**src/rtl/regfile_console.sv**
```systemverilog
// Register-file debug console: debounced byte-lane writes into a DATA_W x 2**ADDR_W
// bank, registered read-back, and a DIGITS-nibble display window chosen manually or
// by a free-running auto-scroll.
//
// Write interface: there is no ready/busy back-pressure. Each debounced press
// commits exactly one write on the edge that enters HELD, and wr_ack is high for
// the single cycle that follows that edge. Writes to reg 0 and to out-of-range
// lanes still acknowledge but leave the bank untouched.
module regfile_console #(
    parameter int DATA_W          = 32,
    parameter int ADDR_W          = 5,
    parameter int DIGITS          = 4,
    parameter int DEBOUNCE_CYCLES = 16,
    parameter int SCROLL_DIV      = 2**24,
    localparam int NLANE  = DATA_W / 8,
    localparam int NWIN   = DATA_W / (4 * DIGITS),
    localparam int LANE_W = (NLANE > 1) ? $clog2(NLANE) : 1,
    localparam int WIN_W  = (NWIN > 1) ? $clog2(NWIN) : 1
) (
    input  logic                  cu_clk,
    input  logic                  btn_reset,
    input  logic                  btn_write,
    input  logic [ADDR_W-1:0]     wr_addr,
    input  logic [LANE_W-1:0]     wr_lane,
    input  logic [7:0]            wr_byte,
    input  logic [ADDR_W-1:0]     rd_addr,
    input  logic [WIN_W-1:0]      win_sel,
    input  logic                  auto_scroll,
    output logic [DATA_W-1:0]     rd_data,
    output logic [4*DIGITS-1:0]   disp_value,
    output logic [WIN_W-1:0]      disp_win,
    output logic                  wr_ack
);

    localparam int DIGW  = 4 * DIGITS;
    localparam int CNT_W = $clog2(DEBOUNCE_CYCLES);
    localparam int SC_W  = $clog2(SCROLL_DIV);
    localparam logic [CNT_W-1:0] CNT_LAST = CNT_W'(DEBOUNCE_CYCLES - 1);
    localparam logic [SC_W-1:0]  SC_LAST  = SC_W'(SCROLL_DIV - 1);
    localparam logic [WIN_W-1:0] WIN_LAST = WIN_W'(NWIN - 1);

    // Debounce state is kept as a named enum so checkers can bind to it directly.
    typedef enum logic [1:0] {IDLE, PRESS, HELD, RELEASE} state_t;

    state_t              state;
    state_t              state_next;
    logic [CNT_W-1:0]    cnt;
    logic [CNT_W-1:0]    cnt_next;
    logic                fire;
    logic [1:0]          sync;
    logic                sb;
    logic [DATA_W-1:0]   regs [2**ADDR_W];
    logic [DATA_W-1:0]   merged;
    logic                lane_ok;
    logic                wr_en;
    logic [DATA_W-1:0]   rd_next;
    logic [SC_W-1:0]     scroll_cnt;

    assign sb = sync[1];

    // Two-flop synchroniser for the raw pushbutton.
    always_ff @(posedge cu_clk or negedge btn_reset) begin
        if (!btn_reset) sync <= 2'b00;
        else            sync <= {sync[0], btn_write};
    end

    // Debounce FSM state and shared stability counter.
    always_ff @(posedge cu_clk or negedge btn_reset) begin
        if (!btn_reset) begin
            state <= IDLE;
            cnt   <= '0;
        end else begin
            state <= state_next;
            cnt   <= cnt_next;
        end
    end

    // Next-state logic: the press must be stable for DEBOUNCE_CYCLES before firing,
    // and the release must be equally stable before another press is recognised.
    always_comb begin
        state_next = state;
        cnt_next   = cnt;
        fire       = 1'b0;
        case (state)
            IDLE: begin
                if (sb) begin
                    state_next = PRESS;
                    cnt_next   = '0;
                end
            end
            PRESS: begin
                if (!sb) begin
                    state_next = IDLE;
                end else if (cnt == CNT_LAST) begin
                    state_next = HELD;
                    fire       = 1'b1;
                end else begin
                    cnt_next = cnt + 1'b1;
                end
            end
            HELD: begin
                if (!sb) begin
                    state_next = RELEASE;
                    cnt_next   = '0;
                end
            end
            RELEASE: begin
                if (sb) begin
                    state_next = HELD;
                end else if (cnt == CNT_LAST) begin
                    state_next = IDLE;
                end else begin
                    cnt_next = cnt + 1'b1;
                end
            end
            default: state_next = IDLE;
        endcase
    end

    // Merge the new byte into the addressed register; lanes past the top are ignored.
    always_comb begin
        merged  = regs[wr_addr];
        lane_ok = 1'b0;
        for (int l = 0; l < NLANE; l++) begin
            if (wr_lane == LANE_W'(l)) begin
                merged[8*l +: 8] = wr_byte;
                lane_ok          = 1'b1;
            end
        end
    end

    assign wr_en = fire && lane_ok && (wr_addr != '0);

    // Read value forwards a same-edge write so rd_data shows post-write content.
    always_comb begin
        if (rd_addr == '0)                   rd_next = '0;
        else if (wr_en && wr_addr == rd_addr) rd_next = merged;
        else                                  rd_next = regs[rd_addr];
    end

    // Register bank; reg 0 is never written so it stays zero.
    always_ff @(posedge cu_clk or negedge btn_reset) begin
        if (!btn_reset) begin
            for (int r = 0; r < 2**ADDR_W; r++) regs[r] <= '0;
        end else if (wr_en) begin
            regs[wr_addr] <= merged;
        end
    end

    // Registered read data and one-cycle write acknowledge.
    always_ff @(posedge cu_clk or negedge btn_reset) begin
        if (!btn_reset) begin
            rd_data <= '0;
            wr_ack  <= 1'b0;
        end else begin
            rd_data <= rd_next;
            wr_ack  <= fire;
        end
    end

    // Window select: clamped manual choice, or prescaled auto-scroll from the current window.
    always_ff @(posedge cu_clk or negedge btn_reset) begin
        if (!btn_reset) begin
            disp_win   <= '0;
            scroll_cnt <= '0;
        end else if (!auto_scroll) begin
            scroll_cnt <= '0;
            disp_win   <= (win_sel > WIN_LAST) ? WIN_LAST : win_sel;
        end else if (scroll_cnt == SC_LAST) begin
            scroll_cnt <= '0;
            disp_win   <= (disp_win == WIN_LAST) ? '0 : disp_win + 1'b1;
        end else begin
            scroll_cnt <= scroll_cnt + 1'b1;
        end
    end

    // Window extraction for the seven-segment driver.
    always_comb begin
        disp_value = '0;
        for (int w = 0; w < NWIN; w++) begin
            if (disp_win == WIN_W'(w)) disp_value = rd_data[DIGW*w +: DIGW];
        end
    end

endmodule
```
**config.mk**
```make
export PLATFORM = sky130hd
export DESIGN_NAME = regfile_console
export DESIGN_NICKNAME = d
export VERILOG_FILES = /design/src/rtl/regfile_console.sv
export SDC_FILE = /design/constraint.sdc
export NUM_CORES = 2
export LEC_CHECK = 0
export BUFFER_PORTS_ARGS = -buffer_cell sky130_fd_sc_hd__buf_2
export CAP_MARGIN = 20
export CELL_PAD_IN_SITES_DETAIL_PLACEMENT = 0
export CELL_PAD_IN_SITES_GLOBAL_PLACEMENT = 2
export CORE_MARGIN = 2
export CORE_UTILIZATION = 40
export DETAILED_ROUTE_END_ITERATION = 16
export HOLD_SLACK_MARGIN = 0.12
export PLACE_DENSITY = 0.85
export SETUP_SLACK_MARGIN = 0.5
export SLEW_MARGIN = 10
export SYNTH_ARGS = -nofsm -noshare
export SYNTH_HDL_FRONTEND = slang
export SYNTH_SLANG_ARGS = --single-unit
```
**constraint.sdc**
```tcl
create_clock -name cu_clk -period 3.6 [get_ports cu_clk]
set_input_delay 0.18 -clock cu_clk [delete_from_list [all_inputs] [get_ports cu_clk]]
set_output_delay 0.18 -clock cu_clk [all_outputs]
set_load 0.01 [all_outputs]
```
==> results_dict.tcl <==
set metrics [dict create \
    cp.required_ns 4.27 \
    postRouteAntennaNets 0 \
    ys_seq_elements 1090 \
    insertion_delay_ns 0.79 \
    grt-ovfl-total 0 \
    firstDrtPassIters 6 \
    synth-xor-area-share 0.00350 \
    synth-compound-area-share 0.0619 \
    yosysTopAreaCell "dfrtp_1" \
    multi_input_area_mm2 0.0282 \
    p_switching_mw 7.01 \
    cts_root_buffer "clkbuf_16" \
    clk_pin_slew_worst_paths_ns 0.06 \
    yosysMostFrequentCell "nand2_1" \
    slew_headroom 0.299 \
    place_inst 7031 \
    comb_power_share 0.077 \
    synth_top_family_by_area "multiplexers" \
    critPathKind "flip-flop to flip-flop" \
    grt_pass1_wl_mm 325 \
    rrSetupSlack_ns 0.54 \
    met2_usage 0.465 \
    synth_top_area_share 0.474 \
    drt_iter0_drc 5259 \
    met3_usage 0.0719 \
    status "finished clean" \
    drv_cap 0 \
    avgSynthCellArea_um2 11.1 \
    grt_use_total 0.306 \
    max_stage_delay_ns 0.51 \
    pwr-share-seq 0.447 \
    viasPerCell 6.15 \
    crit_end "regs[402]" \
    cp_max_fo 9 \
    end_kind "flip-flop" \
    cts_buffers 120 \
    synth_mux_area_frac 0.273 \
    ys_seq_area_frac 0.474 \
    tightest_slew_ns 1.05 \
    synthSimpleGateAreaFrac 0.144 \
    netSwitchingFraction 0.254 \
    cp.arrival_ns 3.73 \
    io_pins 75 \
    fp.dieW_um 383 \
    nFillCells 13022 \
    nets 5302 \
    place_hpwl_mm 148 \
    synth_cells 5196 \
    ys_warn_count 0 \
    min_path_type "input pin to flip-flop" \
    setup_violations 0 \
    p_int_mw 20.6 \
    path_cells "ha_1 > nand4_1 > or3b_1 > buf_4 > clkinv_1 > nand3_1 > buf_4 > nor2_4 > buf_12 > mux2_2" \
    drive_above_1_share 0.287 \
    instances_no_fill 7284 \
    synth_cell_type_count 72 \
    die_y_um 383 \
    synth_edf_count 0 \
    fin_skew_ns 0.0509 \
    synth_area_leaders "dfrtp_1 (47%), mux4_2 (17%), nand2_1 (12%)" \
    p_per_area_mw_per_mm2 416 \
    area_growth_pct 15.5 \
    synthTopCellsByCount "nand2_1 (1790), dfrtp_1 (1090), mux4_2 (446)" \
    cts_tree "yes" \
    gr-usage-met1 0.408 \
    startpoint "cnt[0]" \
    cp_slowest_cell "nor2_4" \
    ys.flop_type "dfrtp_1" \
    syn-cell-area_mm2 0.0575 \
    busiest_layer "met2" \
    portBuffers 74 \
    die_area_mm2 0.147 \
    start_util 0.402 \
    timing.rr.end "regs[402]" \
    seq_area_mm2 0.0273 \
    grt_pass1_vias 44414 \
    async_flop_share 1.00 \
    num_rows 139 \
    ir_worst_vdd_v 0.000402 \
    ctsLongestPathBuffers 3 \
    rsz0062_at_grt "true" \
    antenna_found_initial 14 \
    power_frac_clock 0.476 \
    numClockSinks 1090 \
    via_count 44775 \
    finalHoldViolations 0 \
    core_mm2 0.143 \
    syn_nets 5223 \
    finalWeightedCongestion 0.918 \
    r2r-start "cnt[0]" \
    p_total_mw 27.6 \
    cp-start-kind "flip-flop" \
    max_freq_ghz 0.327 \
    wl_per_cell_um 30.8 \
    crit_top_cell "buf_4" \
    r2r_cells 10 \
    grt_max_degree 117 \
    drt-total-wl_mm 224 \
    setup_tns_ns 0 \
    fin_crit_sh 0.851 \
    power_leakage_nw 31.5 \
    period_minus_slack_ns 3.06 \
    post-route-drc-count 0 \
    slew_violations 0 \
    yosys.area_share.adder 0.000435 \
    htree_num_levels 3 \
]
[cell usage in the layout, fill, tap and decap left out, drive strengths merged, types with 15 or more instances in the layout]
master | Yosys | final
a21oi | 58 | 58
a22o | 22 | 22
a22oi | 178 | 178
a31oi | 28 | 28
buf | 244 | 433
clkbuf | 241 | 167
clkinv | 2 | 37
dfrtp | 1090 | 1090
mux2 | 348 | 348
mux2i | 160 | 160
mux4 | 451 | 451
nand2 | 1791 | 1791
nand3 | 52 | 52
nand4 | 15 | 15
nor2 | 115 | 115
nor2b | 28 | 28
o21ai | 198 | 198
o22ai | 15 | 15
[power groups by stage]
stage / Clock (mW) / Sequential (mW) / Combinational [mW]
after detailed placement: 0 / 12.6 / 2.09
after floorplan: 0 / 12.5 / 1.03
final: 13.2 / 12.4 / 2.12
after global placement: 0 / 12.6 / 2.07
after global routing: 13.8 / 12.4 / 2.23
after CTS: 13.3 / 12.4 / 2.11
[timing repair]
item | 4_1_cts | 5_1_grt
gates resized for setup | 1 | 3
buffers inserted | 4 | 11
endpoints found under the setup margin | 35 | 115
hold buffers | 10 | 0
pin swaps | 2 | 5
hold endpoints to repair | 1021 | 0
[sequential cells by signal, indices dropped and copies added, names as in the netlist, named ones only]
register and count:
rd_data 32, cnt 4, regs 1024, wr_ack 1
state 1, disp_win 1, scroll_cnt 24, sync 2
[cell type report]
| class | instances | share of cell area |
|---|---|---|
| tap | 1903 | 0.0358 |
| clock buffer | 167 | 0.0521 |
| timing repair buffer | 442 | 0.0648 |
| inverter | 7 | 0.000396 |
| clock inverter | 58 | 0.0112 |
| sequential | 1090 | 0.411 |
| multi-input combinational | 3614 | 0.425 |
| antenna | 3 | 0.000113 |
[critical path, delay by kind of cell (launching register included)]
| family | cells | cell delay [ns] |
|---|---|---|
| AND/OR/NAND/NOR | 4 | 1.22 |
| buffers and inverters | 4 | 0.74 |
| multiplexers | 1 | 0.34 |
| flip-flops | 1 | 0.41 |
| adder cells (fa/ha/maj) | 1 | 0.24 |
[cells by family after synthesis]
logic type	after synthesis
xor+xnor	23
mux	959
buf+inv	492
flops	1090
fa+ha+maj	2
compound gates	555
simple gates	2075
[routing by layer]
metal  vias up  routed length, µm
met1     23043              88300
li1      18465                  -
met4        14              13700
met5         -                108
met2      2593             100000
met3       660              22000
[worst min path at each step]
stage | start | to | cells after the start
floorplan | btn_reset | async pin | 0
global placement | btn_reset | regs[832] | 1
detailed placement | btn_reset | regs[832] | 1
CTS | wr_byte[5] | regs[469] | 6
global route | rd_addr[4] | rd_data[22] | 4
finish | wr_byte[1] | regs[737] | 3
[metrics by stage]
step	worst slack (ns)	instance area, µm²	util	hold slack (ns)
CTS	0.506	66300	0.463	0.153
global route	0.496	66400	0.464	0.236
detailed placement	0.331	61900	0.433	0.223
floorplan	0.901	57500	-	-0.116
finish	0.538	66400	0.464	0.197
global placement	0.288	61900	0.432	0.229
Note: power is estimated with default switching activity, not from simulation.
